**src/rtl/rc4_coord_pkg.sv**
```systemverilog
// Shared types for the multi-core RC4 key-search coordinator.
package rc4_coord_pkg;

    localparam int KEY_W_DEF = 22;

    typedef enum logic [2:0] {
        ST_IDLE,
        ST_LAUNCH,
        ST_RUN,
        ST_FOUND,
        ST_FAIL
    } state_t;

endpackage

```
**src/rtl/rc4_found_arbiter.sv**
```systemverilog
// Fixed-priority pick of the lowest-indexed core reporting a found key.
// Purely combinational; the coordinator registers the result.
module rc4_found_arbiter
    import rc4_coord_pkg::*;
#(
    parameter int NUM_CORES = 4,
    parameter int KEY_W     = KEY_W_DEF
) (
    input  logic [NUM_CORES-1:0]       i_core_found,
    input  logic [NUM_CORES*KEY_W-1:0] i_core_key,
    output logic                       o_any_found,
    output logic [7:0]                 o_win_idx,
    output logic [KEY_W-1:0]           o_win_key
);

    // Scan high to low so the lowest set index is the last writer.
    always_comb begin
        o_any_found = 1'b0;
        o_win_idx   = 8'd0;
        o_win_key   = '0;
        for (int i = NUM_CORES - 1; i >= 0; i--) begin
            if (i_core_found[i]) begin
                o_any_found = 1'b1;
                o_win_idx   = 8'(i);
                o_win_key   = i_core_key[i*KEY_W +: KEY_W];
            end
        end
    end

endmodule

```
**src/rtl/rc4_core_coordinator.sv**
```systemverilog
// Launches NUM_CORES RC4 search cores, arbitrates their reports, stops them
// and holds one registered result until the next go.
module rc4_core_coordinator
    import rc4_coord_pkg::*;
#(
    parameter int          NUM_CORES = 4,
    parameter int          KEY_W     = KEY_W_DEF,
    parameter int unsigned TIMEOUT   = 2**24
) (
    input  logic                       i_clk,
    input  logic                       i_reset,
    input  logic                       i_go,
    output logic [NUM_CORES-1:0]       o_core_start,
    output logic                       o_stop_all,
    output logic [NUM_CORES*8-1:0]     o_core_init_val,
    output logic [7:0]                 o_total_cores,
    input  logic [NUM_CORES-1:0]       i_core_found,
    input  logic [NUM_CORES-1:0]       i_core_exhausted,
    input  logic [NUM_CORES*KEY_W-1:0] i_core_key,
    output logic                       o_busy,
    output logic                       o_done,
    output logic                       o_key_found,
    output logic [KEY_W-1:0]           o_found_key,
    output logic [7:0]                 o_found_core,
    output logic [31:0]                o_elapsed
);

    state_t           r_state;
    state_t           w_state_nxt;
    logic             w_any_found;
    logic [7:0]       w_win_idx;
    logic [KEY_W-1:0] w_win_key;
    logic             w_all_exh;
    logic             w_timeout;
    logic             w_go_ok;
    logic             w_start_nxt;
    logic             w_busy_nxt;
    logic             w_done_nxt;
    logic             w_key_found_nxt;

    rc4_found_arbiter #(
        .NUM_CORES (NUM_CORES),
        .KEY_W     (KEY_W)
    ) u_arb (
        .i_core_found (i_core_found),
        .i_core_key   (i_core_key),
        .o_any_found  (w_any_found),
        .o_win_idx    (w_win_idx),
        .o_win_key    (w_win_key)
    );

    generate
        for (genvar g = 0; g < NUM_CORES; g++) begin : g_init
            assign o_core_init_val[g*8 +: 8] = 8'(g);
        end
    endgenerate
    assign o_total_cores = 8'(NUM_CORES);

    assign w_all_exh = &i_core_exhausted;
    assign w_timeout = (TIMEOUT != 0) && (o_elapsed == 32'(TIMEOUT - 1));
    assign w_go_ok   = i_go && (r_state == ST_IDLE || r_state == ST_FOUND ||
                                r_state == ST_FAIL);

    always_ff @(posedge i_clk or posedge i_reset) begin
        if (i_reset) r_state <= ST_IDLE;
        else         r_state <= w_state_nxt;
    end

    always_comb begin
        w_state_nxt = r_state;
        case (r_state)
            ST_LAUNCH: w_state_nxt = ST_RUN;
            ST_RUN: begin
                if (w_any_found)                 w_state_nxt = ST_FOUND;
                else if (w_all_exh || w_timeout) w_state_nxt = ST_FAIL;
            end
            default:   if (w_go_ok) w_state_nxt = ST_LAUNCH;
        endcase
    end

    // Flags are decoded from the next state so they appear on the same edge.
    always_comb begin
        w_start_nxt     = (w_state_nxt == ST_LAUNCH);
        w_busy_nxt      = (w_state_nxt == ST_LAUNCH) || (w_state_nxt == ST_RUN);
        w_done_nxt      = (w_state_nxt == ST_FOUND) || (w_state_nxt == ST_FAIL);
        w_key_found_nxt = (w_state_nxt == ST_FOUND);
    end

    always_ff @(posedge i_clk or posedge i_reset) begin
        if (i_reset) begin
            o_core_start <= '0;
            o_busy       <= 1'b0;
            o_done       <= 1'b0;
            o_stop_all   <= 1'b0;
            o_key_found  <= 1'b0;
        end else begin
            o_core_start <= {NUM_CORES{w_start_nxt}};
            o_busy       <= w_busy_nxt;
            o_done       <= w_done_nxt;
            o_stop_all   <= w_done_nxt;
            o_key_found  <= w_key_found_nxt;
        end
    end

    always_ff @(posedge i_clk or posedge i_reset) begin
        if (i_reset) begin
            o_found_key  <= '0;
            o_found_core <= 8'd0;
            o_elapsed    <= 32'd0;
        end else if (w_go_ok) begin
            o_found_key  <= '0;
            o_found_core <= 8'd0;
            o_elapsed    <= 32'd0;
        end else if (r_state == ST_RUN) begin
            if (w_any_found) begin
                o_found_key  <= w_win_key;
                o_found_core <= w_win_idx;
            end else if (w_all_exh || w_timeout) begin
                o_found_key  <= '0;
            end else if (o_elapsed != 32'hFFFF_FFFF) begin
                o_elapsed    <= o_elapsed + 32'd1;
            end
        end
    end

endmodule

```
**config.mk**
```make
export PLATFORM = sky130hd
export DESIGN_NAME = rc4_core_coordinator
export DESIGN_NICKNAME = d
export VERILOG_FILES = /design/src/rtl/rc4_coord_pkg.sv /design/src/rtl/rc4_found_arbiter.sv /design/src/rtl/rc4_core_coordinator.sv
export SDC_FILE = /design/constraint.sdc
export NUM_CORES = 1
export LEC_CHECK = 0
export ABC_AREA = 1
export CORE_MARGIN = 10
export CORE_UTILIZATION = 43
export CTS_CLUSTER_SIZE = 8
export DETAILED_ROUTE_END_ITERATION = 7
export GPL_TIMING_DRIVEN = 0
export PLACE_DENSITY = 0.88
export RECOVER_POWER = 50
export SYNTH_ARGS = -nofsm -noshare
export SYNTH_HDL_FRONTEND = slang
export SYNTH_SLANG_ARGS = --single-unit
export TNS_END_PERCENT = 30
```
**constraint.sdc**
```tcl
create_clock -name i_clk -period 2.1 [get_ports i_clk]
set_clock_uncertainty 0.1 [all_clocks]
set_input_delay 0.315 -clock i_clk [delete_from_list [all_inputs] [get_ports i_clk]]
set_output_delay 0.315 -clock i_clk [all_outputs]
set_load 0.05 [all_outputs]
```
# Word-level counts from Yosys, hierarchy flattened

Cells that the tools add are included.

Logic and storage cells: 64
Memory bits (writable): 0
Input bits: 99
Register bits after elaboration: 69
Memories kept: 0
Bits in latches: 0
Bits in read-only memories: 0

$add $sub $neg: 1
Reductions and logical operators: 15
Divide/modulo/power cells: 0
Bitwise operators: 0
Equality and inequality tests: 12
Order comparisons: 0
Mux-type cells: 28
Shift operators: 0
Multiply operators: 0

Operators with widths:

| cell                    | count |
|---|---|
| $mux W22                | 8 |
| $mux W32                | 5 |
| $add A32 B1 Y32 const B | 1 |
| $eq A32 B24 Y1 const B  | 1 |
| $ne A32 B32 Y1 const B  | 1 |
| $mux W8                 | 3 |
| $eq A3 B2 Y1 const B    | 4 |
| $mux W3                 | 3 |
| $mux W2                 | 4 |
| $reduce_and A4 Y1       | 2 |
| $eq A3 B1 Y1 const B    | 2 |
| $eq A3 B3 Y1 const B    | 2 |
| $pmux W3 S2             | 1 |
| $reduce_bool A2 Y1      | 3 |
| $logic_or A1 B1 Y1      | 5 |
| $mux W1                 | 4 |
| $ne A2 B2 Y1 const B    | 2 |
| $reduce_and A2 Y1       | 2 |
| $logic_not A3 Y1        | 1 |
| $reduce_bool A3 Y1      | 1 |
| $logic_and A1 B1 Y1     | 1 |

# Logic depth before layout (Yosys ltp)

Gate-level depths: netlist of the first run.

Depth after elaboration: 8
Gate-level depth with buffers: 12

# Cells and area by module

A second synthesis of the first run with hierarchy kept.

Cells, all modules: 811
Area total of the unflattened synthesis: 5434.0 µm²

Modules (own cells, without submodules):

| module               | times used | seq. area each (µm²) | area an instance (µm²) | cells an instance |
|---|---|---|---|---|
| rc4_core_coordinator | 1          | 1726.7               | 4463.0                 | 604 |
| rc4_found_arbiter    | 1          | 0.0                  | 970.9                  | 207 |

# Least setup slack after synthesis of the first run

No wires, ideal clock.

Kind: reg-to-reg
From: register o_elapsed[0]
To: register o_elapsed[12]
Arrival: 2.029 ns
Setup slack: -0.150 ns
Cell stages (with the launch flop): 12
Setup time: 0.121 ns
Period minus slack after synthesis: 2.250 ns
Path buffers: 1
Cells stage by stage: dfrtp_1 -> ha_1 -> inv_2 -> nor2_4 -> nand2_2 -> nor2_4 -> nand2_2 -> nand2_4 -> nor2_2 -> buf_6 -> a21oi_1 -> nor2_1

Cells in the longest elaborated chain, start to end: 6
Elaborated cells between the ends (all ways): 12
Those cells by class: 1 x add/sub; 3 x eq/ne; 5 x mux; 3 x reduce/logical

RTL lines:

| element                  | line                        | source |
|---|---|---|
| start: declaration       | rc4_core_coordinator.sv:25  | `output logic [31:0] o_elapsed` |
| start signal: assignment | rc4_core_coordinator.sv:121 | `o_elapsed <= o_elapsed + 32'd1;` |
| $add A32 B1 Y32          | rc4_core_coordinator.sv:121 |  |
| $mux W32                 | rc4_core_coordinator.sv:120 | `end else if (o_elapsed != 32'hFFFF_FFFF) begin` |
| $mux W32                 | rc4_core_coordinator.sv:118 | `end else if (w_all_exh \|\| w_timeout) begin` |
| $mux W32                 | rc4_core_coordinator.sv:115 | `if (w_any_found) begin` |
| $mux W32                 | rc4_core_coordinator.sv:114 | `end else if (r_state == ST_RUN) begin` |
| $mux W32                 | rc4_core_coordinator.sv:110 | `end else if (w_go_ok) begin` |

Several ways; a longest one is shown, not always the timed one. The select of a mux whose other input is x is not followed.
A chain may end at the register's enable or synchronous reset.

# Worst setup path after layout of the first run

From: register o_elapsed[12]
To: output port o_elapsed[12]

No word-level cell between the ends.

==> summary.md, run 1 <==
| Metric | Value |
|---|---|
| Final global-route overflow total | `0` |
| Core footprint | `approximately 10000 µm²` |
| Fin util | `approximately 65%` |
| Max Root-Sink Buffers | `2` |
| Synth Area in Compound Gates | `about a tenth` |
| # DRC | `0` |
| Pre-antenna DRT Iters | `6` |
| Main combinational cell family by area after synthesis | `simple AND/OR/NAND/NOR gates` |
| Placed cells | `between 1000 and 1500` |
| ANT cells | `0` |
| Port Buffers | `around 160` |
| Worst skew pair latency | `between 300 and 400 ps` |
| Measured slew at the worst slew-check pin | `around 1200 ps` |
| RSZ-0062 raised after global routing | `yes` |
| Fin. max-slew vios | `0` |
| DP Worst Slack | `-243 ps` |
| Top cell type's share of synthesized area | `about 34%` |
| Slew headroom | `22.1%` |
| Routed Antenna Nets | `0` |
| Worst Reg-to-Reg Cells | `11` |
| Reg2reg end | `o_found_key[2]$_DFFE_PP0P_` |
| CTS clk-pin slew, worst paths | `80 ps` |
| Endpoints failing hold | `0` |
| Worst setup EP type | `output pin` |
| Final Non-Filler Cells | `1069` |
| Min Tclk post-route | `a little over 2000 ps` |
| Synth area leaders | `dfrtp_1 (34%), nand2_1 (22%), buf_4 (8.4%)` |
| Static leakage | `3.31 nW` |
| Final setup margin | `approximately 32 ps` |
| Post-Syn Area | `between 4000 and 5000 µm²` |
| Post-synthesis simple-gate area fraction | `roughly two fifths` |
| Synth Area in Adders | `less than 1%` |
| CP Class | `reg -> out` |
| Final setup viols | `0` |
| Share of layout cells above drive strength 1 | `11.9%` |
| R2R Setup Slk | `about 130 ps` |
| GP Congestion | `around 0.92` |
| Levels on crit path | `1` |
| Routed WL | `around 17 mm` |
| # clock sinks | `63` |
| Critical-path top delay cell | `clkdlybuf4s50_1` |
| Register bit count reported by yosys | `63` |
| Clock buffer count from CTS | `9` |
| Clock H-tree levels | `3` |
| Multiplexer area fraction after synthesis | `0%` |
| Starting Density | `44.6%` |
| Average vias per placed instance | `about 5` |
| FILL cells | `~970` |
| Die Wd | `approximately 120 µm` |
| CP startpoint kind | `flop` |
| Worst EP arrival | `1650 ps` |
| Worst r2r src | `o_elapsed[0]$_DFFE_PP0P_` |
| Status | `complete, no violations` |
| Num rows | `37` |
| Sequential cell area fraction in the yosys report | `approximately a third` |
| Min-delay worst type | `reg -> reg` |
| Via count | `~5200` |
| Setup TNS | `0 ps` |
| Routed len/inst | `15.5 µm` |
| Power Density | `approximately 410 nW/µm²` |
| Die Y | `between 100 and 150 µm` |
| Io pins | `between 200 and 250` |
| Synth Area in XOR/XNOR | `under 10%` |
| Final instance area | `about 6800 µm²` |
| Max Cap Viol | `0` |
| Cell count after synthesis | `approximately 700` |
| Unique cell type count in the Yosys netlist | `33` |
| Yosys warns | `0` |
| Hold Buf Count CTS | `0` |
| DRT iter0 DRCs | `295` |
| Placed inst area | `6620 µm²` |
| CP delay by family, top | `buffers and inverters` |
| Syn Area/Cell | `roughly 6.6 µm²` |
| WHS Endpoint | `o_found_key[10]$_DFFE_PP0P_` |
| GRT Overall Usage | `a little over a fifth` |
| Clock tree from TritonCTS | `built` |
| First-pass GRT wire length | `~26 mm` |
| Peak supply drop | `approximately 0.00020 V` |
| Root buf cell | `clkbuf_8` |
| Antenna violations before repair | `0` |
| Die Area | `between 15000 and 20000 µm²` |
| CP max stage delay | `870 ps` |
| Vias in the first global route | `between 5000 and 6000` |
| Largest net degree at the start of global routing | `35` |
| Max Fclk | `roughly 480 MHz` |
| Area growth, synth to finish | `46.8%` |
| Worst path bufs/invs | `1` |
| Critical Path RT | `between 1500 and 2000 ps` |
| Worst path cell trace | `clkdlybuf4s50_1` |
| DP HPWL | `13.6 mm` |
| Final period util | `between 90% and 100%` |
| Nets | `a little over 1000` |
| CP Max Fanout | `5` |
| Hold_sp | `o_found_key[10]$_DFFE_PP0P_` |
| Yosys top cell by area | `dfrtp_1` |
| Hold depth | `2` |
worst max path at each step:
stage          slack, ps                   endpoint                       from
5_1_grt              -30  o_elapsed[16]$_DFFE_PP0P_       r_state[0]$_DFF_PP0_
6_report              30              o_elapsed[12]  o_elapsed[12]$_DFFE_PP0P_
2_1_floorplan        -20   o_elapsed[0]$_DFFE_PP0P_                    i_reset
4_1_cts                2              o_elapsed[29]  o_elapsed[29]$_DFFE_PP0P_
3_5_place_dp        -240   o_elapsed[2]$_DFFE_PP0P_            i_core_found[2]
3_3_place_gp       -1140   o_elapsed[1]$_DFFE_PP0P_                    i_reset
power breakdown:
group          total, mW  switching (mW)  leakage [nW]  internal [mW]
Clock              0.980           0.488        0.0857          0.492
Sequential          1.21        0.000430         0.861           1.21
Combinational      0.605           0.334          2.36          0.271
Total               2.80           0.823          3.31           1.98
cells in the mapped netlist, drive strengths merged:
| cell type | count |
|---|---|
| a311oi | 22 |
| nand3b | 1 |
| or2 | 1 |
| nor2 | 96 |
| o31ai | 1 |
| nand2 | 271 |
| o22ai | 22 |
| conb | 2 |
| inv | 43 |
| dfrtp | 63 |
| a21boi | 1 |
| clkbuf | 16 |
| nand4 | 2 |
| xor2 | 2 |
| a21oi | 11 |
| o41ai | 1 |
| ha | 1 |
| nand3 | 78 |
| xnor2 | 6 |
| o21ai | 4 |
| buf | 63 |
cell families (layout without fill, tap and decap cells):
| logic type | count (synthesis) | after routing |
|---|---|---|
| AO/OA/AOI/OAI | 62 | 62 |
| XOR/XNOR | 8 | 8 |
| adder cells (fa/ha/maj) | 1 | 1 |
| buffers and inverters | 122 | 304 |
| flip-flops | 63 | 63 |
| other | 2 | 46 |
| AND/OR/NAND/NOR | 449 | 449 |
layout by cell type (no fill, tap or decap), types with 26 or more instances in the layout:
cell,netlist,final
buf_4,52,56
clkbuf_1,16,26
clkdlybuf4s50_1,0,145
conb_1,2,46
dfrtp_1,63,58
inv_1,38,38
nand2_1,267,267
nand3_1,76,76
nor2_1,89,86
per-layer routing:
| metal | global-route usage, % | up-vias | part of all wire, % |
|---|---|---|---|
| met5 | 0 | - | 0 |
| met4 | 8.06 | 0 | 2.2 |
| met3 | 7.38 | 35 | 9.9 |
| met2 | 38.3 | 225 | 51 |
| met1 | 21.6 | 2345 | 37 |
| li1 | - | 2635 | - |
tightest hold or removal path, delay by kind of cell (launching register included):
family	cells	cell delay, ps
AND/OR/NAND/NOR	2	100
flip-flops	1	350
stage by stage:
stage	hold WS (ps)	power, mW
2_1_floorplan	313	1.61
3_3_place_gp	362	1.83
3_5_place_dp	365	1.84
4_1_cts	284	2.81
5_1_grt	406	2.90
6_report	382	2.80
timing repair:
item	4_1_cts	5_1_grt
setup buffers	2	1
setup endpoints to repair	57	63
pin swaps	0	1
gates resized for setup	8	22
state kept, by name (all words and copies together) (netlist names):
| register | cells |
|---|---|
| o_elapsed | 32 |
| o_found_key | 22 |
| r_state | 3 |
| o_found_core | 2 |
| o_busy | 1 |
| o_core_start | 1 |
| o_done | 1 |
| o_key_found | 1 |
area by class of cell:
| class | count | area [µm²] | area share [%] |
|---|---|---|---|
| Buffer | 79 | 532 | 7.80 |
| Clock buffer | 13 | 159 | 2.33 |
| Multi-Input combinational cell | 566 | 2580 | 37.9 |
| Clock inverter | 3 | 20.0 | 0.294 |
| Sequential cell | 63 | 1580 | 23.2 |
| Tap cell | 136 | 170 | 2.50 |
| Inverter | 43 | 161 | 2.37 |
| Timing Repair Buffer | 166 | 1610 | 23.6 |
No activity file was read; power rests on OpenSTA's default activity.
==> run 2: changes to the inputs <==
--- a/config.mk
+++ b/config.mk
@@ -11,6 +11,7 @@
 export CTS_CLUSTER_SIZE = 8
 export DETAILED_ROUTE_END_ITERATION = 7
 export GPL_TIMING_DRIVEN = 0
+export MAX_ROUTING_LAYER = met4
 export PLACE_DENSITY = 0.88
 export RECOVER_POWER = 50
 export SYNTH_ARGS = -nofsm -noshare
==> run 2 against run 1 <==
Effect of this change:
- critical path depth unchanged
- via count down 1.2%
- sequential cell count unchanged
- register-to-register slack better by 20 ps
- final cell count about the same
- global-route usage grew 0.73 points
- total power grew 4.0%
- first-iteration DRC count down 1.7%
- critical path type unchanged
- largest power group unchanged
- sequential power barely moved
- die area unchanged
- non-clock buffer count is the same
==> summary.md, run 2 (synthesis gave the netlist of run 1 again) <==
| Metric | Value |
|---|---|
| Status | `complete, no violations` |
| DP HPWL | `13.7 mm (+0.34%)` |
| Worst EP arrival | `1640 ps (about the same)` |
| Routed len/inst | `15.4 µm (-0.63%)` |
| Worst path cell trace | `clkdlybuf4s50_1` |
| Final Total Pwr | `2.91 mW (+4.0%)` |
| Placed cells | `1050 (unchanged)` |
| CP Class | `reg -> out` |
| FILL cells | `940 (-3.2%)` |
| Vias in the first global route | `5230 (+0.019%)` |
| Root buf cell | `clkbuf_8` |
| # DRC | `0 (unchanged)` |
| Area growth, synth to finish | `47.7%` |
| Final setup margin | `41.1 ps (+9.60 ps)` |
| Max Root-Sink Buffers | `2 (unchanged)` |
| Power Density | `425 nW/µm² (+3.4%)` |
| Top reg by flops | `o_elapsed` |
| Starting Density | `44.6% (unchanged)` |
| GP Congestion | `0.956 (+3.9%)` |
| CTS clk-pin slew, worst paths | `70 ps (about the same)` |
| DRT iter0 DRCs | `290 (-1.7%)` |
| First-pass GRT wire length | `25.7 mm (-0.16%)` |
| Routed Antenna Nets | `0 (unchanged)` |
| Pre-antenna DRT Iters | `6 (unchanged)` |
| Area of the multi-input gates | `2590 µm² (+0.29%)` |
| Peak supply drop | `0.000332 V (+64%)` |
| Io pins | `209 (unchanged)` |
| Commonest non-fill, non-tap cell in the layout | `nand2_1` |
| Slew headroom | `15.4% (-6.7 points)` |
| Die Y | `124 µm (unchanged)` |
| Final global-route overflow total | `0 (unchanged)` |
| Setup TNS | `0 ps (unchanged)` |
| ANT cells | `0 (unchanged)` |
| GRT Overall Usage | `21.7% (+0.73 points)` |
| Core footprint | `10400 µm² (unchanged)` |
| CP delay by family, top | `buffers and inverters` |
| Measured slew at the worst slew-check pin | `1270 ps (+99.9 ps)` |
| Worst skew pair latency | `350 ps (about the same)` |
| Die Wd | `124 µm (unchanged)` |
| Average vias per placed instance | `4.85 (-1.1%)` |
| Min-delay worst type | `reg -> reg` |
| CP Max Fanout | `6 (+1)` |
| Max reg flops | `32 (unchanged)` |
| Worst hold slack | `374 ps (-8.41 ps)` |
| # clock sinks | `63 (unchanged)` |
| Max Fclk | `486 MHz (+0.47%)` |
| Endpoints failing hold | `0 (unchanged)` |
| Min Tclk post-route | `2060 ps (-9.60 ps)` |
| Via count | `5176 (-1.2%)` |
| Port Buffers | `162 (unchanged)` |
| Clock tree from TritonCTS | `built` |
| Static leakage | `3.31 nW (+0.15%)` |
| Register area | `1580 µm² (about the same)` |
| Worst setup EP type | `output pin` |
| Critical-path top delay cell | `clkdlybuf4s50_1` |
| Nets | `1028 (unchanged)` |
| Clock buffer count from CTS | `9 (unchanged)` |
| DP Worst Slack | `-236 ps (+7.58 ps)` |
| Share of layout cells above drive strength 1 | `12.0% (+0.12 points)` |
| Routed WL | `16.4 mm (-0.72%)` |
| Clock H-tree levels | `3 (unchanged)` |
| RSZ-0062 raised after global routing | `yes` |
| Max Cap Viol | `0 (unchanged)` |
| Final period util | `98.0% (-0.46 points)` |
| Worst path bufs/invs | `1 (unchanged)` |
| Final Non-Filler Cells | `1068 (-0.094%)` |
| Largest regs | `o_elapsed: 32 flops, o_found_key: 22 flops, r_state: 3 flops` |
| Antenna violations before repair | `0 (unchanged)` |
| Critical Path RT | `1680 ps (about the same)` |
| Num rows | `37 (unchanged)` |
| Largest net degree at the start of global routing | `33 (-5.7%)` |
| Final setup viols | `0 (unchanged)` |
| Most frequent cells in the layout | `nand2_1 (267), clkdlybuf4s50_1 (147), nor2_1 (86)` |
| CP max stage delay | `850 ps (-20 ps)` |
| CP startpoint kind | `flop` |
| Fin. max-slew vios | `0 (unchanged)` |
| Die Area | `15400 µm² (unchanged)` |
## run 2: through the flow
stage	util, %	instance area [µm²]
after CTS	65.6	6830
final	65.8	6860
after floorplan	-	4810
after detailed placement	63.6	6620
after global placement	63.4	6600
after global routing	65.8	6860
## run 2: area by class of cell
class	count	share of cell area [%]
Multi-Input combinational cell	566	37.8
Inverter	43	2.35
Buffer	79	7.76
Timing Repair Buffer	166	23.7
Tap cell	136	2.48
Clock inverter	3	0.620
Clock buffer	12	2.26
Sequential cell	63	23.1
## run 2: worst paths after layout
path	startpoint	to	slack, ps	cells after the start
max	o_elapsed[22]$_DFFE_PP0P_	o_elapsed[22]	40	1
min	o_found_key[16]$_DFFE_PP0P_	o_found_key[16]$_DFFE_PP0P_	370	2
max reg2reg	o_elapsed[14]$_DFFE_PP0P_	o_elapsed[19]$_DFFE_PP0P_	150	11
min reg2reg	o_found_key[16]$_DFFE_PP0P_	o_found_key[16]$_DFFE_PP0P_	370	2
max in group asynchronous	i_reset	o_elapsed[1]$_DFFE_PP0P_	400	2
min in group asynchronous	i_reset	o_busy$_DFF_PP0_	650	2
## run 2: report_power, final
part | switching, mW | internal (mW) | total (mW)
clock network | 0.485 | 0.605 | 1.09
registers | 0.000479 | 1.21 | 1.21
logic | 0.336 | 0.272 | 0.608
total | 0.822 | 2.09 | 2.91
## run 2: metal layers
layer / track usage [%] / vias up / wire [µm]
li1: - / 2635 / -
met1: 23.8 / 2304 / 6550
met2: 38.9 / 214 / 8410
met3: 4.52 / 23 / 1150
met4: 6.47 / 0 / 297
met5: - / - / 0
## run 2: worst register-to-register path: cells and delay by family, from the launching register on
family	cells	cell delay, ps
AND/OR/NAND/NOR	10	1170
flip-flops	1	450
buffers and inverters	1	160
## run 2: what timing repair did
item / CTS / global route
hold buffers: 0 / 0
pin swaps: 0 / 1
gates resized for setup: 4 / 23
setup buffers: 2 / 1
setup endpoints to repair: 53 / 57
